==> config.mk <==
export PLATFORM = sky130hd
export DESIGN_NAME = biassram_r_flat
export DESIGN_NICKNAME = d
export VERILOG_FILES = /design/src/rtl/biassram_r_if.sv /design/src/rtl/biassram_r.sv /design/src/flat_wrapper.sv
export SDC_FILE = /design/constraint.sdc
export NUM_CORES = 1
export LEC_CHECK = 0
export ABC_AREA = 1
export BUFFER_PORTS_ARGS = -buffer_cell sky130_fd_sc_hd__buf_4
export CAP_MARGIN = 20
export CORE_MARGIN = 8
export CORE_UTILIZATION = 50
export CTS_CLUSTER_DIAMETER = 100
export DETAILED_ROUTE_END_ITERATION = 8
export GPL_ROUTABILITY_DRIVEN = 0
export PLACE_DENSITY_LB_ADDON = 0.3
export SLEW_MARGIN = 10
export SYNTH_ARGS = -nofsm -noshare
export SYNTH_HDL_FRONTEND = slang
export SYNTH_SLANG_ARGS = --single-unit
==> constraint.sdc <==
create_clock -name clk -period 10.35 [get_ports clk]
set_clock_uncertainty 0.05 [all_clocks]
set_input_delay 0 -clock clk [delete_from_list [all_inputs] [get_ports clk]]
set_output_delay 0 -clock clk [all_outputs]
set_load 0.01 [all_outputs]
==> src/rtl/biassram_r_if.sv <==
// Bias SRAM read-side bundle: writer handshake, PE-stage group control,
// SRAM_0 read port and the parallel bias bank output.
interface biassram_r_if #(
  parameter int ADDR_CNT_BITS  = 9,
  parameter int BIAS_SRAM_WLEN = 32,
  parameter int BIAS_GROUP     = 8
);
  // Handshake with the bias SRAM write controller
  logic                                bias_rd1st_start;
  logic                                bias_rd1st_busy;
  logic                                bias_rd1st_done;
  // Group stepping from the PE/output stage
  logic                                bias_next;
  logic                                bias_layer_end;
  // Bias SRAM_0 read port
  logic                                cen_biasr_0;
  logic                                wen_biasr_0;
  logic [ADDR_CNT_BITS-1:0]            addr_biasr_0;
  logic [BIAS_SRAM_WLEN-1:0]           dout_biasr_0;
  // Parallel bias group
  logic [BIAS_GROUP*BIAS_SRAM_WLEN-1:0] bias_group_dout;
  logic                                bias_group_valid;

  // The read engine
  modport slave (
    input  bias_rd1st_start, bias_next, bias_layer_end, dout_biasr_0,
    output bias_rd1st_busy, bias_rd1st_done, cen_biasr_0, wen_biasr_0,
           addr_biasr_0, bias_group_dout, bias_group_valid
  );

  // The surroundings: writer, PE stage and SRAM
  modport master (
    output bias_rd1st_start, bias_next, bias_layer_end, dout_biasr_0,
    input  bias_rd1st_busy, bias_rd1st_done, cen_biasr_0, wen_biasr_0,
           addr_biasr_0, bias_group_dout, bias_group_valid
  );
endinterface

==> src/rtl/biassram_r.sv <==
// Bias SRAM read engine: loads BIAS_GROUP consecutive bias words from SRAM_0
// into a register bank and presents them in parallel until the PE stage asks
// for the next group or ends the layer.
module biassram_r #(
  parameter int BIAS_ST_LENGTH = 64,
  parameter int BIAS_GROUP     = 8,
  parameter int ADDR_CNT_BITS  = 9,
  parameter int BIAS_SRAM_WLEN = 32
) (
  input  logic         clk,
  input  logic         reset,
  biassram_r_if.slave  bus
);

  localparam int CNT_W = (BIAS_GROUP > 1) ? $clog2(BIAS_GROUP) : 1;
  localparam logic [CNT_W-1:0]         CNT_LAST   = CNT_W'(BIAS_GROUP - 1);
  localparam logic [ADDR_CNT_BITS-1:0] GROUP_STEP = ADDR_CNT_BITS'(BIAS_GROUP);
  localparam logic [ADDR_CNT_BITS-1:0] BASE_WRAP  = ADDR_CNT_BITS'(BIAS_ST_LENGTH);

  typedef enum logic [1:0] {
    S_IDLE,
    S_READ,
    S_DRAIN,
    S_HOLD
  } state_e;

  state_e                    state_q, state_d;
  logic [ADDR_CNT_BITS-1:0]  base_q, base_d;
  logic [ADDR_CNT_BITS-1:0]  addr_q, addr_d;
  logic [CNT_W-1:0]          cnt_q, cnt_d;
  logic [CNT_W-1:0]          cap_idx_q, cap_idx_d;
  logic                      cap_en_q, cap_en_d;
  logic                      rd1st_q, rd1st_d;
  logic                      done_q, done_d;
  logic [BIAS_SRAM_WLEN-1:0] bank_q [BIAS_GROUP];
  logic [BIAS_SRAM_WLEN-1:0] bank_d [BIAS_GROUP];

  logic [ADDR_CNT_BITS-1:0]             rd_addr;
  logic [ADDR_CNT_BITS-1:0]             base_inc;
  logic [BIAS_GROUP*BIAS_SRAM_WLEN-1:0] bank_flat;

  assign rd_addr  = base_q + ADDR_CNT_BITS'(cnt_q);
  assign base_inc = base_q + GROUP_STEP;

  // Next-state logic: sequence one group load and react to next/layer_end in HOLD
  always_comb begin
    // NOTE: every always_comb output gets a default first so no path can infer a latch.
    state_d = state_q;
    base_d  = base_q;
    cnt_d   = cnt_q;
    rd1st_d = rd1st_q;
    done_d  = 1'b0;
    unique case (state_q)
      S_IDLE: begin
        if (bus.bias_rd1st_start) begin
          base_d  = '0;
          rd1st_d = 1'b1;
          cnt_d   = '0;
          state_d = S_READ;
        end
      end
      S_READ: begin
        if (cnt_q == CNT_LAST) begin
          cnt_d   = '0;
          state_d = S_DRAIN;
        end else begin
          cnt_d = cnt_q + 1'b1;
        end
      end
      S_DRAIN: begin
        // Only a start-initiated load reports completion to the writer
        done_d  = rd1st_q;
        state_d = S_HOLD;
      end
      S_HOLD: begin
        if (bus.bias_layer_end) begin
          base_d  = '0;
          state_d = S_IDLE;
        end else if (bus.bias_next) begin
          rd1st_d = 1'b0;
          base_d  = (base_inc == BASE_WRAP) ? '0 : base_inc;
          cnt_d   = '0;
          state_d = S_READ;
        end
      end
      default: state_d = S_IDLE;
    endcase
  end

  // Datapath: remember the issued slot, capture SRAM data one cycle later, hold last address
  always_comb begin
    cap_en_d  = (state_q == S_READ);
    cap_idx_d = cnt_q;
    addr_d    = (state_q == S_READ) ? rd_addr : addr_q;
    bank_d    = bank_q;
    if (cap_en_q) begin
      bank_d[cap_idx_q] = bus.dout_biasr_0;
    end
  end

  // State and datapath registers with asynchronous active-high reset
  always_ff @(posedge clk or posedge reset) begin
    // NOTE: sequential state uses non-blocking assignments so all flops update from pre-edge values.
    if (reset) begin
      state_q   <= S_IDLE;
      base_q    <= '0;
      addr_q    <= '0;
      cnt_q     <= '0;
      cap_idx_q <= '0;
      cap_en_q  <= 1'b0;
      rd1st_q   <= 1'b0;
      done_q    <= 1'b0;
      // NOTE: the bank is a small flop array, not SRAM, so it is cleared on reset like any register.
      for (int k = 0; k < BIAS_GROUP; k++) begin
        bank_q[k] <= '0;
      end
    end else begin
      state_q   <= state_d;
      base_q    <= base_d;
      addr_q    <= addr_d;
      cnt_q     <= cnt_d;
      cap_idx_q <= cap_idx_d;
      cap_en_q  <= cap_en_d;
      rd1st_q   <= rd1st_d;
      done_q    <= done_d;
      bank_q    <= bank_d;
    end
  end

  // Flatten the bank so word k sits on bits [32k+31:32k]
  always_comb begin
    bank_flat = '0;
    for (int k = 0; k < BIAS_GROUP; k++) begin
      bank_flat[k*BIAS_SRAM_WLEN +: BIAS_SRAM_WLEN] = bank_q[k];
    end
  end

  assign bus.cen_biasr_0      = (state_q != S_READ);
  assign bus.wen_biasr_0      = 1'b1;
  assign bus.addr_biasr_0     = (state_q == S_READ) ? rd_addr : addr_q;
  assign bus.bias_rd1st_busy  = (state_q == S_READ) | (state_q == S_DRAIN);
  assign bus.bias_rd1st_done  = done_q;
  assign bus.bias_group_valid = (state_q == S_HOLD);
  assign bus.bias_group_dout  = bank_flat;

endmodule

==> src/flat_wrapper.sv <==
// flat-port wrapper written by rule: the top's interface ports become plain ports
module biassram_r_flat 
#(
  parameter int BIAS_ST_LENGTH = 64,
  parameter int BIAS_GROUP     = 8,
  parameter int ADDR_CNT_BITS  = 9,
  parameter int BIAS_SRAM_WLEN = 32
)
  (clk, reset, bus_bias_rd1st_start, bus_bias_next, bus_bias_layer_end, bus_dout_biasr_0, bus_bias_rd1st_busy, bus_bias_rd1st_done, bus_cen_biasr_0, bus_wen_biasr_0, bus_addr_biasr_0, bus_bias_group_dout, bus_bias_group_valid);
  biassram_r_if #(.ADDR_CNT_BITS(ADDR_CNT_BITS), .BIAS_SRAM_WLEN(BIAS_SRAM_WLEN), .BIAS_GROUP(BIAS_GROUP)) bus_i ();
  input  logic clk;
  input  logic reset;
  input wire logic [$bits(bus_i.bias_rd1st_start)-1:0] bus_bias_rd1st_start;
  input wire logic [$bits(bus_i.bias_next)-1:0] bus_bias_next;
  input wire logic [$bits(bus_i.bias_layer_end)-1:0] bus_bias_layer_end;
  input wire logic [$bits(bus_i.dout_biasr_0)-1:0] bus_dout_biasr_0;
  output wire logic [$bits(bus_i.bias_rd1st_busy)-1:0] bus_bias_rd1st_busy;
  output wire logic [$bits(bus_i.bias_rd1st_done)-1:0] bus_bias_rd1st_done;
  output wire logic [$bits(bus_i.cen_biasr_0)-1:0] bus_cen_biasr_0;
  output wire logic [$bits(bus_i.wen_biasr_0)-1:0] bus_wen_biasr_0;
  output wire logic [$bits(bus_i.addr_biasr_0)-1:0] bus_addr_biasr_0;
  output wire logic [$bits(bus_i.bias_group_dout)-1:0] bus_bias_group_dout;
  output wire logic [$bits(bus_i.bias_group_valid)-1:0] bus_bias_group_valid;
  assign bus_i.bias_rd1st_start = bus_bias_rd1st_start;
  assign bus_i.bias_next = bus_bias_next;
  assign bus_i.bias_layer_end = bus_bias_layer_end;
  assign bus_i.dout_biasr_0 = bus_dout_biasr_0;
  assign bus_bias_rd1st_busy = bus_i.bias_rd1st_busy;
  assign bus_bias_rd1st_done = bus_i.bias_rd1st_done;
  assign bus_cen_biasr_0 = bus_i.cen_biasr_0;
  assign bus_wen_biasr_0 = bus_i.wen_biasr_0;
  assign bus_addr_biasr_0 = bus_i.addr_biasr_0;
  assign bus_bias_group_dout = bus_i.bias_group_dout;
  assign bus_bias_group_valid = bus_i.bias_group_valid;
  biassram_r #(.BIAS_ST_LENGTH(BIAS_ST_LENGTH), .BIAS_GROUP(BIAS_GROUP), .ADDR_CNT_BITS(ADDR_CNT_BITS), .BIAS_SRAM_WLEN(BIAS_SRAM_WLEN)) u_core (.clk(clk), .reset(reset), .bus(bus_i));
endmodule
==> impl_metrics.json <==
{
  "timing.critical_path.fanout_max": 18,
  "synthesis.area_sq_um": 10500,
  "final.period_utilization": 0.236,
  "area.growth.synth_to_final_pct": 37.9,
  "dp_hpwl_um": 20100,
  "cts_buffers": 28,
  "end_kind": "output pin",
  "cts_repair_resized_insts": 0,
  "ant_nets": 0,
  "rows": 53,
  "post_drt_via_cell_ratio": 5.08,
  "critical_path.startpoint_type": "flip-flop",
  "clock_sinks": 282,
  "route.detailed.drc": 0,
  "period_needed_ns": 2.44,
  "synthDominantAreaCellType": "dfrtp_1",
  "cp_slowest_stage_delay_ns": 0.46,
  "htreeDepth": 1,
  "worst_r2r_path_depth": 6,
  "final_net_count": 1399,
  "count_of_hold_fix_buffers_inserted_at_cts": 37,
  "critical_path.slowest_cell": "o31ai_1",
  "crit_arrival_ns": 2.39,
  "clock_latency_on_the_worst_skew_pair_ns": 0.53,
  "via_count": 8366,
  "routed-wl-met2_um": 14500,
  "top_signal_layer_used": "met4",
  "hold_violations": 0,
  "worst_hold_path_type": "in -> async",
  "finalCoreUtilization": 0.694,
  "detail_route.first_pass.iterations": 5,
  "post-synth-top-area-fraction": 0.674,
  "clk_root_buffer_cell": "clkbuf_16",
  "cts_max_path_buffers": 3,
  "timing.final.setup_violations": 0,
  "core-area_sq_um": 20800,
  "fmax_ghz": 0.410,
  "met3RoutedLength_um": 2880,
  "io_buffers": 305,
  "antenna_found_initial": 0,
  "slew_headroom": 0.377,
  "clock_slew_at_the_register_clock_pins_of_the_worst_setup_and_hold_paths_ns": 0.06,
  "critPathRequiredTime_ns": 10.30,
  "grt_first_pass_wirelength_um": 47700,
  "detail_route.iter0.violations": 613,
  "run_status": "completed",
  "rsz0062_at_grt": "false",
  "timing.critical_path.cells": "inv_1 -> ha_1 -> clkinv_1 -> o31ai_1 -> buf_4",
  "first_global_vias": 8576,
  "route.detailed.wl_per_inst_um": 18.4,
  "syn_inst": 1019,
  "drv_cap": 0,
  "die_x_um": 161,
  "fp.dieArea_sq_um": 25800,
  "num_antenna_cells": 0,
  "static_leakage_power_uw": 0.00722,
  "cts_tree": "done",
  "synth_sequential_area_ratio": 0.674,
  "floorplan.initialDensity": 0.503,
  "postSynthRegisterBits": 282,
  "max-vdd-ir-drop_v": 0.000176,
  "floorplan.io_pins": 307,
  "grt_max_degree": 136,
  "post_route_cells_drive_above_1_share": 0.294,
  "netlist-cell-type-count": 30,
  "criticalPathCategory": "reg -> out",
  "post_cts.repair.setup_buffers": 0,
  "area_contributors_post_synth": "dfrtp_1, o21ai_0, nand2_1",
  "grt_overflow_total": 0,
  "die_height_um": 161,
  "nFillCells": 1552,
  "synthesis.nets": 1065,
  "grt_util_all_layers": 0.228,
  "syn-mean-instance-area_sq_um": 10.3,
  "worst_slew_pin_slew_ns": 0.934,
  "met1Wirelength_um": 12300,
  "final.setup.tns_ns": 0,
  "drv_slew": 0,
  "postRouteWirelength_um": 30400,
  "power_per_cell_area_nw_per_um2": 262,
  "ys_warn_count": 0
}
==> through the flow <==
stage / cell area [sq um] / instances / hold WS [ns] / total power, uW / setup WS (ns)
floorplan: 10500 / 1019 / 0.168 / 2070 / 2.52
global placement: 12900 / 1552 / 0.212 / 2650 / 7.58
detailed placement: 12900 / 1554 / 0.219 / 2700 / 7.60
CTS: 14300 / 1641 / 0.205 / 3810 / 7.63
global route: 14500 / 1648 / 0.256 / 4000 / 7.74
finish: 14500 / 1648 / 0.152 / 3790 / 7.91
==> worst paths after layout <==
check                                                      from                                     endpoint  slack [ns]
worst max-delay path              u_core.state_q[1]$_DFFE_PP0P_                          bus_addr_biasr_0[2]        7.91
worst min-delay path                                      reset         u_core.bus.bias_rd1st_done$_DFF_PP0_        0.15
worst max register to register    u_core.cap_idx_q[2]$_DFF_PP0_  u_core.bus.bias_group_dout[241]$_DFFE_PP0P_        8.18
worst min register to register  u_core.cap_idx_d[1]$_DFFE_PP0P_                u_core.cap_idx_q[1]$_DFF_PP0_        0.40
max in group asynchronous                                 reset  u_core.bus.bias_group_dout[144]$_DFFE_PP0P_        8.30
min in group clk                            bus_dout_biasr_0[6]  u_core.bus.bias_group_dout[230]$_DFFE_PP0P_        0.33
==> synthesized netlist by cell type <==
master      n
dfrtp_1   282
nand2_1   279
o21ai_0   231
nor2_1     52
inv_1      51
clkbuf_1   36
a21oi_2    28
ha_1        9
buf_2       7
nand3_1     7
buf_6       5
a21oi_1     4
nand2_2     4
o21ai_1     4
conb_1      2
nand4_1     2
o22ai_1     2
xor2_1      2
and2_1      1
buf_4       1
clkbuf_8    1
clkinv_1    1
inv_2       1
nand3_2     1
nand3b_1    1
nor2_2      1
nor3_4      1
o21bai_1    1
o31ai_1     1
or2_2       1
==> cell families (layout without fill, tap and decap cells) <==
group                      count (synthesis)  in the layout  synth area share
buffers and inverters                    103            457            0.0426
xor gates and xnor gates                   2              2           0.00167
and+or+nand+nor                          350            350             0.131
other                                      2              2          0.000717
adders and majority gates                  9              9            0.0107
AOI/OAI and AO/OA                        271            271             0.140
DFF                                      282            282             0.674
==> metal layers <==
layer	global-route usage	up-vias
li1	-	3961
met1	0.280	4030
met2	0.377	326
met3	0.0770	49
met4	0.0657	0
met5	0	-
==> cell usage in the layout (no fill, tap or decap), types with 6 or more instances in the layout <==
| cell | Yosys | routed |
|---|---|---|
| buf_4 | 1 | 308 |
| dfrtp_1 | 282 | 282 |
| nand2_1 | 279 | 277 |
| o21ai_0 | 231 | 231 |
| nor2_1 | 52 | 52 |
| inv_1 | 51 | 50 |
| dlygate4sd3_1 | 0 | 37 |
| clkbuf_16 | 0 | 29 |
| a21oi_2 | 28 | 28 |
| ha_1 | 9 | 9 |
| nand3_1 | 7 | 7 |
| buf_12 | 0 | 7 |
| nand2_2 | 4 | 6 |
==> worst max-delay path, delay by kind of cell (launching register included) <==
kind	cells	cell delay [ns]
buffers and inverters	3	0.72
DFF	1	0.42
AOI/OAI and AO/OA	1	0.46
adders and majority gates	1	0.26
==> flip-flops by register name (all words and copies together) (netlist names) <==
name                        count
u_core.cap_idx_q                3
u_core.cap_idx_d                3
u_core.cap_en_q                 1
u_core.bus.bias_group_dout    256
u_core.state_q                  2
u_core.addr_q                   9
u_core.rd1st_q                  1
u_core.base_q                   6
u_core.bus.bias_rd1st_done      1
==> cell type report <==
type / count / area, sq um / area share
clock inverter: 14 / 208 / 0.0144
clock buffer: 36 / 792 / 0.0548
sequential: 282 / 7060 / 0.488
inverter: 53 / 206 / 0.0143
tap: 275 / 344 / 0.0238
multi-input combinational: 634 / 2980 / 0.206
timing repair buffer: 354 / 2870 / 0.198
==> power by group <==
group | total (uW) | internal (uW) | switching [uW]
combinational | 1130 | 519 | 614
clock | 1090 | 664 | 425
sequential | 1560 | 1390 | 173
No activity file was read; power rests on OpenSTA's default activity.
